<file path="config.mk">
export PLATFORM = sky130hd
export DESIGN_NAME = pwm_multi_generator
export DESIGN_NICKNAME = d
export VERILOG_FILES = /design/src/rtl/pwm_pkg.sv /design/src/rtl/pwm_channel_cmp.sv /design/src/rtl/pwm_multi_generator.sv
export SDC_FILE = /design/constraint.sdc
export NUM_CORES = 1
export LEC_CHECK = 0
export BUFFER_PORTS_ARGS = -buffer_cell sky130_fd_sc_hd__clkbuf_2
export CORE_MARGIN = 2
export CORE_UTILIZATION = 60
export CTS_CLUSTER_SIZE = 16
export DETAILED_ROUTE_END_ITERATION = 10
export PLACE_DENSITY = 0.81
export SYNTH_ARGS = -nofsm -noshare
export SYNTH_HDL_FRONTEND = slang
export SYNTH_HIERARCHICAL = 1
export SYNTH_SLANG_ARGS = --single-unit
</file>
<file path="constraint.sdc">
create_clock -name clock -period 3.8 [get_ports clock]
set_clock_uncertainty 0.2 [all_clocks]
set_input_delay 0.76 -clock clock [delete_from_list [all_inputs] [get_ports clock]]
set_output_delay 0.76 -clock clock [all_outputs]
set_load 0.03 [all_outputs]
</file>
<file path="src/rtl/pwm_pkg.sv">
// Shared types and helpers for the multi-channel PWM generator.
// The up/down direction type is only used when PWM_CENTER_ALIGN_EN is defined.
package pwm_pkg;

   typedef enum logic {CNT_UP, CNT_DOWN} cnt_dir_t;

   function automatic int ch_width(input int n);
      return (n <= 1) ? 1 : $clog2(n);
   endfunction

   function automatic logic idle_level(input int active_low);
      return logic'(active_low != 0);
   endfunction

endpackage

</file>
<file path="src/rtl/pwm_channel_cmp.sv">
// One PWM channel: shadow/active duty pair, unsigned compare against the shared
// counter, and the registered output pin.
module pwm_channel_cmp
   import pwm_pkg::*;
#(
   parameter int CNT_W      = 16,
   parameter int ACTIVE_LOW = 0
) (
   input  logic             clock,
   input  logic             reset,
   input  logic             enable,
   input  logic             commit,
   input  logic             duty_wr,
   input  logic [CNT_W-1:0] duty_in,
   input  logic [CNT_W-1:0] cnt,
   output logic             pwm_out
);

   localparam logic IDLE = idle_level(ACTIVE_LOW);

   logic [CNT_W-1:0] duty_sh_q, duty_sh_d;
   logic [CNT_W-1:0] duty_act_q, duty_act_d;
   logic             pwm_q, pwm_d;

   // Commit copies the pre-write shadow, so a write in the commit cycle waits.
   always_comb begin
      duty_sh_d  = duty_wr ? duty_in : duty_sh_q;
      duty_act_d = commit ? duty_sh_q : duty_act_q;
      pwm_d      = enable ? ((cnt < duty_act_q) ^ IDLE) : IDLE;
   end

   always_ff @(posedge clock or posedge reset) begin
      if (reset) begin
         duty_sh_q  <= '0;
         duty_act_q <= '0;
         pwm_q      <= IDLE;
      end else begin
         duty_sh_q  <= duty_sh_d;
         duty_act_q <= duty_act_d;
         pwm_q      <= pwm_d;
      end
   end

   assign pwm_out = pwm_q;

endmodule

</file>
<file path="src/rtl/pwm_multi_generator.sv">
// Multi-channel PWM generator: one shared period counter, NUM_CH duty comparators,
// double-buffered period/duty with boundary commit. Define PWM_CENTER_ALIGN_EN for up/down counting.
module pwm_multi_generator
   import pwm_pkg::*;
#(
   parameter int  NUM_CH         = 4,
   parameter int  CNT_W          = 16,
   parameter int  DEFAULT_PERIOD = 255,
   parameter int  ACTIVE_LOW     = 0,
   localparam int CH_W           = ch_width(NUM_CH)
) (
   input  logic              clock,
   input  logic              reset,
   input  logic              enable,
`ifdef PWM_CENTER_ALIGN_EN
   input  logic              center_mode,
`endif
   input  logic              period_wr,
   input  logic [CNT_W-1:0]  period_in,
   input  logic              duty_wr,
   input  logic [CH_W-1:0]   duty_ch,
   input  logic [CNT_W-1:0]  duty_in,
   input  logic              update_req,
   output logic              update_pending,
   output logic              period_start,
   output logic [NUM_CH-1:0] pwm_out
);

   localparam logic [CNT_W-1:0] RST_PERIOD = CNT_W'(DEFAULT_PERIOD);
   localparam logic [CNT_W-1:0] ONE        = CNT_W'(1);

   logic [CNT_W-1:0] cnt_q, cnt_d;
   logic [CNT_W-1:0] period_act_q, period_act_d;
   logic [CNT_W-1:0] period_sh_q, period_sh_d;
   logic             pending_q, pending_d;
   logic             period_start_q, period_start_d;
   logic             enable_q, enable_d;
   logic             last_cycle, commit;
`ifdef PWM_CENTER_ALIGN_EN
   cnt_dir_t         dir_q, dir_d;
   logic             center_q, center_d;
   logic             center_run;
`endif

   always_comb begin
      period_sh_d = period_wr ? period_in : period_sh_q;
      enable_d    = enable;
`ifdef PWM_CENTER_ALIGN_EN
      center_run = center_q && (period_act_q != '0);
      if (center_run)
         last_cycle = enable && ((dir_q == CNT_DOWN) ? (cnt_q == ONE)
                                                     : (cnt_q >= period_act_q && period_act_q == ONE));
      else
         last_cycle = enable && (cnt_q >= period_act_q);
`else
      last_cycle = enable && (cnt_q >= period_act_q);
`endif
      // Disabling applies an armed commit at once instead of waiting for a boundary.
      commit         = pending_q && (last_cycle || !enable);
      pending_d      = commit ? 1'b0 : (update_req ? 1'b1 : pending_q);
      period_act_d   = commit ? period_sh_q : period_act_q;
      period_start_d = enable && (last_cycle || !enable_q);

      cnt_d = cnt_q + ONE;
`ifdef PWM_CENTER_ALIGN_EN
      dir_d    = dir_q;
      center_d = center_q;
      if (!enable || last_cycle) begin
         cnt_d    = '0;
         dir_d    = CNT_UP;
         center_d = center_mode;
      end else if (center_run) begin
         if (dir_q == CNT_DOWN) begin
            cnt_d = cnt_q - ONE;
         end else if (cnt_q >= period_act_q) begin
            cnt_d = cnt_q - ONE;
            dir_d = CNT_DOWN;
         end
      end
`else
      if (!enable || last_cycle)
         cnt_d = '0;
`endif
   end

   always_ff @(posedge clock or posedge reset) begin
      if (reset) begin
         cnt_q          <= '0;
         period_act_q   <= RST_PERIOD;
         period_sh_q    <= RST_PERIOD;
         pending_q      <= 1'b0;
         period_start_q <= 1'b0;
         enable_q       <= 1'b0;
`ifdef PWM_CENTER_ALIGN_EN
         dir_q          <= CNT_UP;
         center_q       <= 1'b0;
`endif
      end else begin
         cnt_q          <= cnt_d;
         period_act_q   <= period_act_d;
         period_sh_q    <= period_sh_d;
         pending_q      <= pending_d;
         period_start_q <= period_start_d;
         enable_q       <= enable_d;
`ifdef PWM_CENTER_ALIGN_EN
         dir_q          <= dir_d;
         center_q       <= center_d;
`endif
      end
   end

   assign update_pending = pending_q;
   assign period_start   = period_start_q;

   // Out-of-range channel indices match no instance, so those writes are dropped.
   for (genvar i = 0; i < NUM_CH; i++) begin : g_ch
      pwm_channel_cmp #(
         .CNT_W      (CNT_W),
         .ACTIVE_LOW (ACTIVE_LOW)
      ) u_cmp (
         .clock   (clock),
         .reset   (reset),
         .enable  (enable),
         .commit  (commit),
         .duty_wr (duty_wr && (duty_ch == CH_W'(i))),
         .duty_in (duty_in),
         .cnt     (cnt_q),
         .pwm_out (pwm_out[i])
      );
   end

endmodule

</file>
==> metrics.md <==
| Metric | Value |
|---|---|
| Setup TNS | `0 ns` |
| Clock power share | `33.3%` |
| Total Power | `between 5 and 6 mW` |
| IO buf count | `45` |
| Status | `finished clean` |
| Slowest library cell on the worst path | `dfrtp_1` |
| Sinks on Clock Net | `183` |
| Maximum VDD drop | `~0.36 mV` |
| H-tree Lvls | `4` |
| Sequential share of the synthesized area | `50.3%` |
| Tmin final | `approximately 3.1 ns` |
| Clock transition at path regs | `0.07 ns` |
| Number of setup buffers added after CTS | `0` |
| Pwr Density | `512 nW/um^2` |
| Final ANT Viol Nets | `0` |
| Synth top cells by count | `dfrtp_1 (167), nand2_1 (92), mux2_2 (85), inv_1 (82), ha_1 (77)` |
| Cell Area, Synth | `between 9000 and 10000 um^2` |
| Syn_nets | `953` |
| Share of the synthesized area in the top cell type | `45.7%` |
| Max Freq | `322 MHz` |
| Post-CTS sizing | `0` |
| Area delta synth->final | `11.2%` |
| Final Worst Setup Slack | `0.690 ns` |
| Final Hold Viols | `0` |
| Core Box Area | `15000 um^2` |
| RSZ-0062 raised after global routing | `no` |
| Yosys top cell by area | `dfrtp_1` |
| First-pass GRT wire length | `32.9 mm` |
| Ys flop type | `dfrtp_1` |
| Post-route insts no fill | `between 1000 and 1500` |
| Final setup fails | `0` |
| CP max FO | `33` |
| Worst skew pair latency | `0.43 ns` |
| Largest net degree at the start of global routing | `52` |
| CP cell instances | `ha_1 -> nand4_1 -> nor2_1 -> nand3_2 -> o2111ai_2 -> and2_4 -> buf_4 -> nand2_1 -> o21ai_0` |
| Num CTS Buffers | `17` |
| # placed instances | `1050` |
| Data arrival time of the worst path | `3.24 ns` |
| Total global routing track utilization | `26.3%` |
| Slew Limit Fails | `0` |
| Internal | `about 3.7 mW` |
| Net Sw Frac | `~29%` |
| Post-layout util | `67.6%` |
| Ports | `46` |
| Largest cells by area after synthesis | `dfrtp_1 (46%), ha_1 (11%), mux2_2 (10%)` |
| Nets | `998` |
| Syn Inst Count | `836` |
| Post-synth cell types | `44` |
| Drt wl/cell | `18.3 um` |
| Sw Pwr | `1.49 mW` |
| Static leakage | `4.75 nW` |
| Warnings from Yosys | `6` |
| Vias in the first global route | `6478` |
| Most numerous cell in the Yosys netlist | `dfrtp_1` |
| Asr flop ratio synth | `100%` |
| # DRC | `0` |
| Fin crit share | `81.8%` |
| CTS tree | `built` |
| Vias per inst | `5.86` |
| Least-Margin Pin Slew | `1.03 ns` |
| Share of cells above drive strength 1 | `24.0%` |
| Setup crit start kind | `register` |
| DIE WIDTH | `127 um` |
| CP required | `3.93 ns` |
| Worst setup EP type | `register` |
| Via count | `6335` |
| Max cap viols | `0` |
| # hold bufs at CTS | `0` |
| FF+latch count, synth | `183` |
| Die height | `127 um` |
| Largest stage delay, worst path | `about 0.50 ns` |
| Placement Cell Area | `9580 um^2` |
| CTS Root Buffer Type | `clkbuf_16` |
| CP Class | `reg2reg` |
| Pre-CTS setup slack | `0.784 ns` |
| Longest Clk Path Bufs | `2` |
| Routed Wire Length | `19.8 mm` |
| Min-Delay Path Class | `in2async` |
| Gpl congestion | `roughly 0.84` |
| EDFF count, synth | `0` |
| Avg Inst Size Synth | `10.9 um^2` |
| N_diodes | `0` |
| Initial antenna violation count | `0` |
| # fillers | `1109` |
| Gr ovfl total | `0` |
| Max-slew headroom | `a little under a third` |
| Minimum hold slack | `~0.27 ns` |
| Hpwl dp | `13.6 mm` |
| Logic pwr share | `about a fifth` |
| Drt first-iter violations | `566` |
| Reg power frac | `48.1%` |
| FP Rows | `45` |
| Die ar. | `16200 um^2` |
| Post-route cell area | `about 10000 um^2` |
| TritonRoute pass-1 iters | `5` |
| Starting Density | `60.8%` |
## power by group through the flow
stage / Clock, mW / Combinational [mW] / Sequential [mW]
after floorplan: 0 / 0.702 / 2.48
after global placement: 0 / 0.911 / 2.52
after detailed placement: 0 / 0.957 / 2.53
after CTS: 1.75 / 0.972 / 2.50
after global routing: 1.84 / 1.10 / 2.54
final: 1.73 / 0.972 / 2.50
## worst paths after layout
path | start | endpoint | slack, ns | cells past startpoint
max | cnt_q[13]$_DFF_PP0_ | g_ch[2].u_cmp/duty_act_q[9]$_DFFE_PP0P_ | 0.69 | 9
min | reset | g_ch[1].u_cmp/duty_act_q[14]$_DFFE_PP0P_ | 0.27 | 2
max reg2reg | cnt_q[13]$_DFF_PP0_ | g_ch[2].u_cmp/duty_act_q[9]$_DFFE_PP0P_ | 0.69 | 9
min reg2reg | g_ch[0].u_cmp/duty_sh_q[4]$_DFFE_PP0P_ | g_ch[0].u_cmp/duty_act_q[4]$_DFFE_PP0P_ | 0.28 | 2
max in group asynchronous | reset | cnt_q[7]$_DFF_PP0_ | 2.34 | 2
min in group clock | g_ch[0].u_cmp/duty_sh_q[4]$_DFFE_PP0P_ | g_ch[0].u_cmp/duty_act_q[4]$_DFFE_PP0P_ | 0.28 | 2
## layout by cell type (no fill, tap or decap), types with 3 or more instances in the layout
master       n
a2111oi_0    4
o21ai_0     72
nor3_1       4
clkbuf_16   17
nand3_1      8
nand2_1     92
xor2_1       5
nand2b_1    20
nor2b_1      9
a21oi_1     28
o2111a_1     5
inv_6        4
inv_1       81
dfstp_2     16
o31ai_1      4
nor2_1      22
ha_1        77
clkbuf_8     3
buf_4       14
o21ai_1      6
o211ai_2    10
mux2_2      85
dfrtp_1    167
or4_1        4
and3_1      20
clkbuf_2    45
xnor2_1      9
nand4_1      6
o211ai_1    22
and4_1       8
## area by class of cell
cell class / count / area (um^2) / share of cell area [%]
Clock buffer: 20 / 467 / 4.59
Clock inverter: 11 / 114 / 1.12
Inverter: 83 / 312 / 3.07
Multi-Input combinational cell: 536 / 4080 / 40.2
Sequential cell: 183 / 4600 / 45.3
Tap cell: 188 / 235 / 2.31
Timing Repair Buffer: 60 / 350 / 3.45
## flip-flops by register name, summed over array words and instances (netlist names)
name / flops
g_ch.u_cmp/duty_act_q: 64
g_ch.u_cmp/duty_sh_q: 64
cnt_q: 16
period_act_q: 16
period_sh_q: 16
g_ch.u_cmp/pwm_out: 4
enable_q: 1
period_start: 1
update_pending: 1
## per-layer routing
layer	wire length [um]	track usage [%]	part of all wire, %
met1	8630	35.0	44
met3	848	5.23	4.3
met4	536	10.4	2.7
met2	9750	43.0	49
met5	0	0	0
## worst max-delay path: cells and delay by family (launching register included)
family	cells	cell delay, ns
AND/OR/NAND/NOR	5	1.21
flip-flops	1	0.50
AO/OA/AOI/OAI	2	0.41
adder cells (fa/ha/maj)	1	0.35
buffers and inverters	1	0.32
## kinds of logic after synthesis
family	Yosys count	share of synthesized area [%]
and+or+nand+nor	203	11.2
DFF	183	50.3
muxes	85	10.5
adders and majority gates	77	10.5
buffers and inverters	117	5.05
xor gates and xnor gates	14	1.34
AOI/OAI and AO/OA	157	11.1
No activity file was read; power rests on OpenSTA's default activity.
